==> config.mk <==
export PLATFORM = sky130hd
export DESIGN_NAME = fmul_pipe
export DESIGN_NICKNAME = d
export VERILOG_FILES = /design/src/rtl/fmul_pipe.sv
export SDC_FILE = /design/constraint.sdc
export NUM_CORES = 2
export LEC_CHECK = 0
export CORE_ASPECT_RATIO = 0.7
export CORE_UTILIZATION = 32
export CTS_CLUSTER_DIAMETER = 120
export CTS_CLUSTER_SIZE = 25
export DETAILED_ROUTE_END_ITERATION = 8
export GPL_TIMING_DRIVEN = 0
export PLACE_DENSITY = 0.49
export SETUP_SLACK_MARGIN = 0.02
export SLEW_MARGIN = 20
export SYNTH_ARGS = -nofsm -noshare
export SYNTH_HDL_FRONTEND = slang
export SYNTH_SLANG_ARGS = --single-unit
==> constraint.sdc <==
create_clock -name clk -period 7.3 [get_ports clk]
set_clock_uncertainty 0.2 [all_clocks]
set_input_delay 1.46 -clock clk [delete_from_list [all_inputs] [get_ports clk]]
set_output_delay 1.46 -clock clk [all_outputs]
set_load 0.02 [all_outputs]
==> src/rtl/fmul_pipe.sv <==
// Three-stage pipelined floating-point multiplier with valid/ready flow control and a pass-through tag.
// Define FMUL_PIPE_FLAGS_EN to add registered ovf/udf outputs aligned with y.
module fmul_pipe #(
    parameter int EXP_W = 8,
    parameter int MAN_W = 23,
    parameter int TAG_W = 5
) (
    input  logic                     clk,
    input  logic                     rstn,
    input  logic [EXP_W+MAN_W:0]     x1,
    input  logic [EXP_W+MAN_W:0]     x2,
    input  logic [TAG_W-1:0]         in_tag,
    input  logic                     in_valid,
    output logic                     in_ready,
    output logic [EXP_W+MAN_W:0]     y,
    output logic [TAG_W-1:0]         out_tag,
    output logic                     out_valid,
    input  logic                     out_ready
`ifdef FMUL_PIPE_FLAGS_EN
    ,
    output logic                     ovf,
    output logic                     udf
`endif
);

    localparam int W  = 1 + EXP_W + MAN_W;
    localparam int EW = EXP_W + 2;
    localparam int MW = MAN_W + 1;
    localparam int PW = 2 * MAN_W + 2;
    localparam logic [EW-1:0] BIAS = EW'((1 << (EXP_W - 1)) - 1);
    localparam logic [EW-1:0] EMAX = EW'((1 << EXP_W) - 1);

    logic s1_valid_reg;
    logic s2_valid_reg;
    logic out_valid_reg;
    logic s1_load;
    logic s2_load;
    logic s3_load;

    // Each stage loads when empty or when its successor drains it this cycle.
    assign s3_load  = !out_valid_reg || out_ready;
    assign s2_load  = !s2_valid_reg || s3_load;
    assign s1_load  = !s1_valid_reg || s2_load;
    assign in_ready = s1_load;

    logic [W-1:0]     op      [2];
    logic [EXP_W-1:0] op_exp  [2];
    logic [MW-1:0]    op_man  [2];
    logic             op_zero [2];

    assign op[0] = x1;
    assign op[1] = x2;

    generate
        for (genvar gi = 0; gi < 2; gi++) begin : g_unpack
            assign op_exp[gi]  = op[gi][W-2 -: EXP_W];
            assign op_man[gi]  = {1'b1, op[gi][MAN_W-1:0]};
            assign op_zero[gi] = (op_exp[gi] == '0);
        end
    endgenerate

    logic             s1_sign_reg;
    logic             s1_zero_reg;
    logic [EW-1:0]    s1_esum_reg;
    logic [MW-1:0]    s1_ma_reg;
    logic [MW-1:0]    s1_mb_reg;
    logic [TAG_W-1:0] s1_tag_reg;

    always_ff @(posedge clk) begin
        if (!rstn) begin
            s1_valid_reg <= 1'b0;
            s1_sign_reg  <= 1'b0;
            s1_zero_reg  <= 1'b0;
            s1_esum_reg  <= '0;
            s1_ma_reg    <= '0;
            s1_mb_reg    <= '0;
            s1_tag_reg   <= '0;
        end else if (s1_load) begin
            s1_valid_reg <= in_valid;
            s1_sign_reg  <= op[0][W-1] ^ op[1][W-1];
            s1_zero_reg  <= op_zero[0] | op_zero[1];
            s1_esum_reg  <= EW'(op_exp[0]) + EW'(op_exp[1]);
            s1_ma_reg    <= op_man[0];
            s1_mb_reg    <= op_man[1];
            s1_tag_reg   <= in_tag;
        end
    end

    logic             s2_sign_reg;
    logic             s2_zero_reg;
    logic [EW-1:0]    s2_esum_reg;
    logic [PW-1:0]    s2_prod_reg;
    logic [TAG_W-1:0] s2_tag_reg;

    always_ff @(posedge clk) begin
        if (!rstn) begin
            s2_valid_reg <= 1'b0;
            s2_sign_reg  <= 1'b0;
            s2_zero_reg  <= 1'b0;
            s2_esum_reg  <= '0;
            s2_prod_reg  <= '0;
            s2_tag_reg   <= '0;
        end else if (s2_load) begin
            s2_valid_reg <= s1_valid_reg;
            s2_sign_reg  <= s1_sign_reg;
            s2_zero_reg  <= s1_zero_reg;
            s2_esum_reg  <= s1_esum_reg;
            s2_prod_reg  <= PW'(s1_ma_reg) * PW'(s1_mb_reg);
            s2_tag_reg   <= s1_tag_reg;
        end
    end

    logic             norm;
    logic [MAN_W-1:0] kept;
    logic             rnd;
    logic [MAN_W:0]   man_rnd;
    logic             carry;
    logic [EW-1:0]    e_res;
    logic             is_ovf;
    logic             is_udf;
    logic [W-1:0]     y_next;

    // Bits below the round position never influence ties-away rounding.
    logic unused_prod_lsbs;
    assign unused_prod_lsbs = ^s2_prod_reg[MAN_W-2:0];

    always_comb begin
        norm = s2_prod_reg[PW-1];
        if (norm) begin
            kept = s2_prod_reg[PW-2 -: MAN_W];
            rnd  = s2_prod_reg[MAN_W];
        end else begin
            kept = s2_prod_reg[PW-3 -: MAN_W];
            rnd  = s2_prod_reg[MAN_W-1];
        end
        man_rnd = {1'b0, kept} + {{MAN_W{1'b0}}, rnd};
        carry   = man_rnd[MAN_W];
        // Intermediate sum may wrap, but the biased result always fits in EW signed bits.
        e_res   = s2_esum_reg + EW'(norm) + EW'(carry) - BIAS;
        is_ovf  = !e_res[EW-1] && (e_res >= EMAX);
        is_udf  = e_res[EW-1] || (e_res == '0);

        y_next = {s2_sign_reg, {(W-1){1'b0}}};
        if (!s2_zero_reg) begin
            if (is_ovf) begin
                y_next = {s2_sign_reg, {EXP_W{1'b1}}, {MAN_W{1'b0}}};
            end else if (!is_udf) begin
                y_next = {s2_sign_reg, e_res[EXP_W-1:0], man_rnd[MAN_W-1:0]};
            end
        end
    end

    logic [W-1:0]     y_reg;
    logic [TAG_W-1:0] out_tag_reg;

    always_ff @(posedge clk) begin
        if (!rstn) begin
            out_valid_reg <= 1'b0;
            y_reg         <= '0;
            out_tag_reg   <= '0;
        end else if (s3_load) begin
            out_valid_reg <= s2_valid_reg;
            y_reg         <= y_next;
            out_tag_reg   <= s2_tag_reg;
        end
    end

    assign y         = y_reg;
    assign out_tag   = out_tag_reg;
    assign out_valid = out_valid_reg;

`ifdef FMUL_PIPE_FLAGS_EN
    logic ovf_reg;
    logic udf_reg;

    always_ff @(posedge clk) begin
        if (!rstn) begin
            ovf_reg <= 1'b0;
            udf_reg <= 1'b0;
        end else if (s3_load) begin
            ovf_reg <= !s2_zero_reg && is_ovf;
            udf_reg <= !s2_zero_reg && is_udf;
        end
    end

    assign ovf = ovf_reg;
    assign udf = udf_reg;
`endif

endmodule

==> run metrics <==
status=complete, no violations; Ys Warns=0; post-synthesis sequential element count=between 100 and 150; WP data required=~7.5 ns; fmax=between 100 and 150 MHz; top cells by count, synth=576 x inv_1, 518 x nand2_1, 483 x fa_1; Syn Nets=about 3700; worst reg-to-reg path cell count=22; initial DRC count=between 1500 and 2000; hold crit path type=flip-flop to flip-flop; final setup violation count=0; Max Transition Viols Final=0; FF/Latch Area=3044 um2; internal power=about 0.0032 W; CP top delay family=adder cells; crit end category=flip-flop; Crit-path slowest cell=fa_1; pwr dens=between 200 and 250 nW/um2; GPL Wtd Cong=0.9523; worst reg-to-reg setup slack=about 0.16 ns; fin cells=between 4000 and 5000; CTS max path bufs=2; area of the multi-input gates=approximately 20000 um2; Sw Pwr=0.003485 W; Synth cell types=66; H-tree lvl count=4; Post-synth EDFFs=0; critical path depth=22; number of flip-flops in the largest register=32; Routed WL=roughly 96000 um; vias in the first global route=roughly 21000; Async S/R FF share, synth=0%; Clk pwr share=12.7%; startpoint types=flip-flop; Congestion Overflow GR=0; Leak=13.64 nW; hold path cells=2; top cell type's share of synthesized area=about 39%; prevailing post-synth register cell=dfxtp_1; Finished Cell Area=29670 um2; Crit path largest cell delay=around 0.60 ns; kind of critical path=flip-flop to flip-flop; largest cells by area after synthesis=fa_1 39%, dfxtp_1 12%, ha_1 9.2%; detailed placement HPWL=roughly 79000 um; first-pass GRT wire length=about 140000 um; Worst Tran Pin Value=between 0.8 and 0.9 ns; largest net degree at the start of global routing=17; # hold bufs at CTS=0; synthesized area=approximately 25000 um2; final hold vios=0; initial antenna violation count=7; CTS tree=done; Tmin final=~7 ns; clk_lat worst skew=0.45 ns; Via density=roughly 5; Antenna Nets Post-Route=0; layout cells sized above 1=approximately 9.9%; Hold WS=around 0.25 ns; Worst-path clk slew=about 0.070 ns; site row count=85; Placed Area=27470 um2; clk root buf=clkbuf_16; post-synthesis sequential area ratio=around 12%; Synth area leader=fa_1; critical path's most frequent cell=fa_1; Total Nets Final=just under 4000; Post-Synthesis Cells=between 2000 and 3000; Layout fillers=a little over 8000; synthesis-to-layout area growth=18.43%; Slew Limit Headroom=46.35%; Overall Power=0.006644 W; vias post-DR=slightly above 20000; Core Region=a little under 80000 um2; die footprint=slightly below 80000 um2; final worst path period share=a little over nine tenths; CP Max Fanout=10; worst vdd ir=between 0.0002 and 0.00025 V; DRC=0; total of max-cap violations=0; initial core utilization=about a third; I/O Buffers=around 110; chip width=~340 um; Routed WL per cell=~23 um; switching share of total power=52.46%; Post-Syn Area per Cell=around 8.5 um2; crit path cell chain=clkbuf_4 > and2_1 > fa_1 > inv_1 > fa_1 > inv_1 > fa_1 > fa_1 > fa_1 > fa_1 > inv_1 > fa_1 > inv_1 > ha_1 > a21o_1 > a21o_1 > a21oi_2 > o21ai_0 > a21oi_2 > o21ai_0 > or3_1 > nand3_1; Comb power frac=about 70%; Inst Count DP=~4000; setup tns final=0 ns; critical path data arrival time=7.33 ns; Seq pwr share=15.3%; drt pass-1 iters=7; RSZ-0062 raised after global routing=yes; num ports=approximately 110; chip height=about 240 um; TritonCTS Sinks=around 150; gr usage total=24.70%; most numerous cell in the Yosys netlist=inv_1; worst path buffer plus inverter count=5; TritonCTS buffer count=17
## worst min-delay path: cells and delay by family, from the launching register on
| family | cells | cell delay, ns |
|---|---|---|
| flops | 1 | 0.31 |
| simple gates | 1 | 0.05 |
| compound gates | 1 | 0.05 |
## per-layer routing
| layer | GRT usage [%] | up-vias | routed length, um |
|---|---|---|---|
| met2 | 30.95 | 1021 | 34590 |
| met3 | 10.92 | 94 | 12660 |
| met1 | 37.67 | 10360 | 46570 |
| met5 | 0.9726 | - | 116 |
| li1 | - | 9316 | - |
| met4 | 5.303 | 4 | 2073 |
## kinds of logic (layout without fill, tap and decap cells)
group / count (synthesis) / in the layout / synth area share, %
AO/OA/AOI/OAI: 349 / 349 / 8.695
other: 0 / 5 / 0
multiplexers: 6 / 6 / 0.2547
buffers and inverters: 738 / 912 / 11.13
XOR/XNOR: 39 / 39 / 1.364
adder cells (fa/ha/maj): 668 / 668 / 47.84
flip-flops: 145 / 145 / 11.59
AND/OR/NAND/NOR: 995 / 995 / 19.13
## final timing paths
check / start / endpoint
min: s2_esum_reg[0] / s2_esum_reg[0]
min reg2reg: s2_esum_reg[0] / s2_esum_reg[0]
max reg2reg: s1_ma_reg[12] / s2_prod_reg[45]
max: s1_ma_reg[12] / s2_prod_reg[45]
## placed cells by master (no fill, tap or decap), types with 10 or more instances in the layout
cell             synthesis  final
inv_1                  576    567
nand2_1                518    515
fa_1                   483    468
and2_1                 297    297
ha_1                   185    173
a21oi_1                167    157
clkdlybuf4s50_1          0    111
dfxtp_1                145     98
clkbuf_1               150     53
buf_4                    1     49
nor2_1                  50     48
nand3_1                 39     38
o21ai_0                 35     34
dfxtp_4                  0     33
buf_6                    1     28
xnor2_1                 31     26
nand4_1                 22     22
clkbuf_8                 0     21
clkbuf_16                0     19
fa_2                     0     15
a22o_1                  14     14
dfxtp_2                  0     14
clkbuf_4                 0     13
nor3_1                  13     13
a21o_1                  13     13
nand2b_1                12     12
clkbuf_2                 2     10
## stage by stage
| step | setup WS, ns | utilization [%] |
|---|---|---|
| global route | -0.04230 | 38.41 |
| detailed placement | -1.653 | 35.58 |
| finish | 0.1571 | 38.43 |
| floorplan | 0.3726 | - |
| global placement | -1.701 | 35.58 |
| CTS | 0.01335 | 37.34 |
## cell type report
class / instances / share of cell area, %
repair buffers: 146 / 4.812
well taps: 1044 / 4.403
clock buffers: 19 / 1.459
clock inverters: 13 / 0.3922
flip-flops and latches: 145 / 10.26
diodes: 5 / 0.04217
multi-input cells: 2057 / 67.04
plain buffers: 158 / 4.310
inverters: 576 / 7.287
## power groups by stage
stage          sequential [W]  clock, W  combinational (W)
6_report              0.00102  0.000844            0.00478
3_3_place_gp          0.00103         0            0.00402
4_1_cts               0.00102  0.000860            0.00426
2_1_floorplan        0.000979         0            0.00249
5_1_grt               0.00102  0.000891            0.00518
3_5_place_dp          0.00103         0            0.00399
## timing repair
item,CTS,global route
setup buffers,5,30
pin swaps,8,45
endpoints found under the setup margin,26,53
resized for setup,289,217
Power figures use the tool's default switching activity.
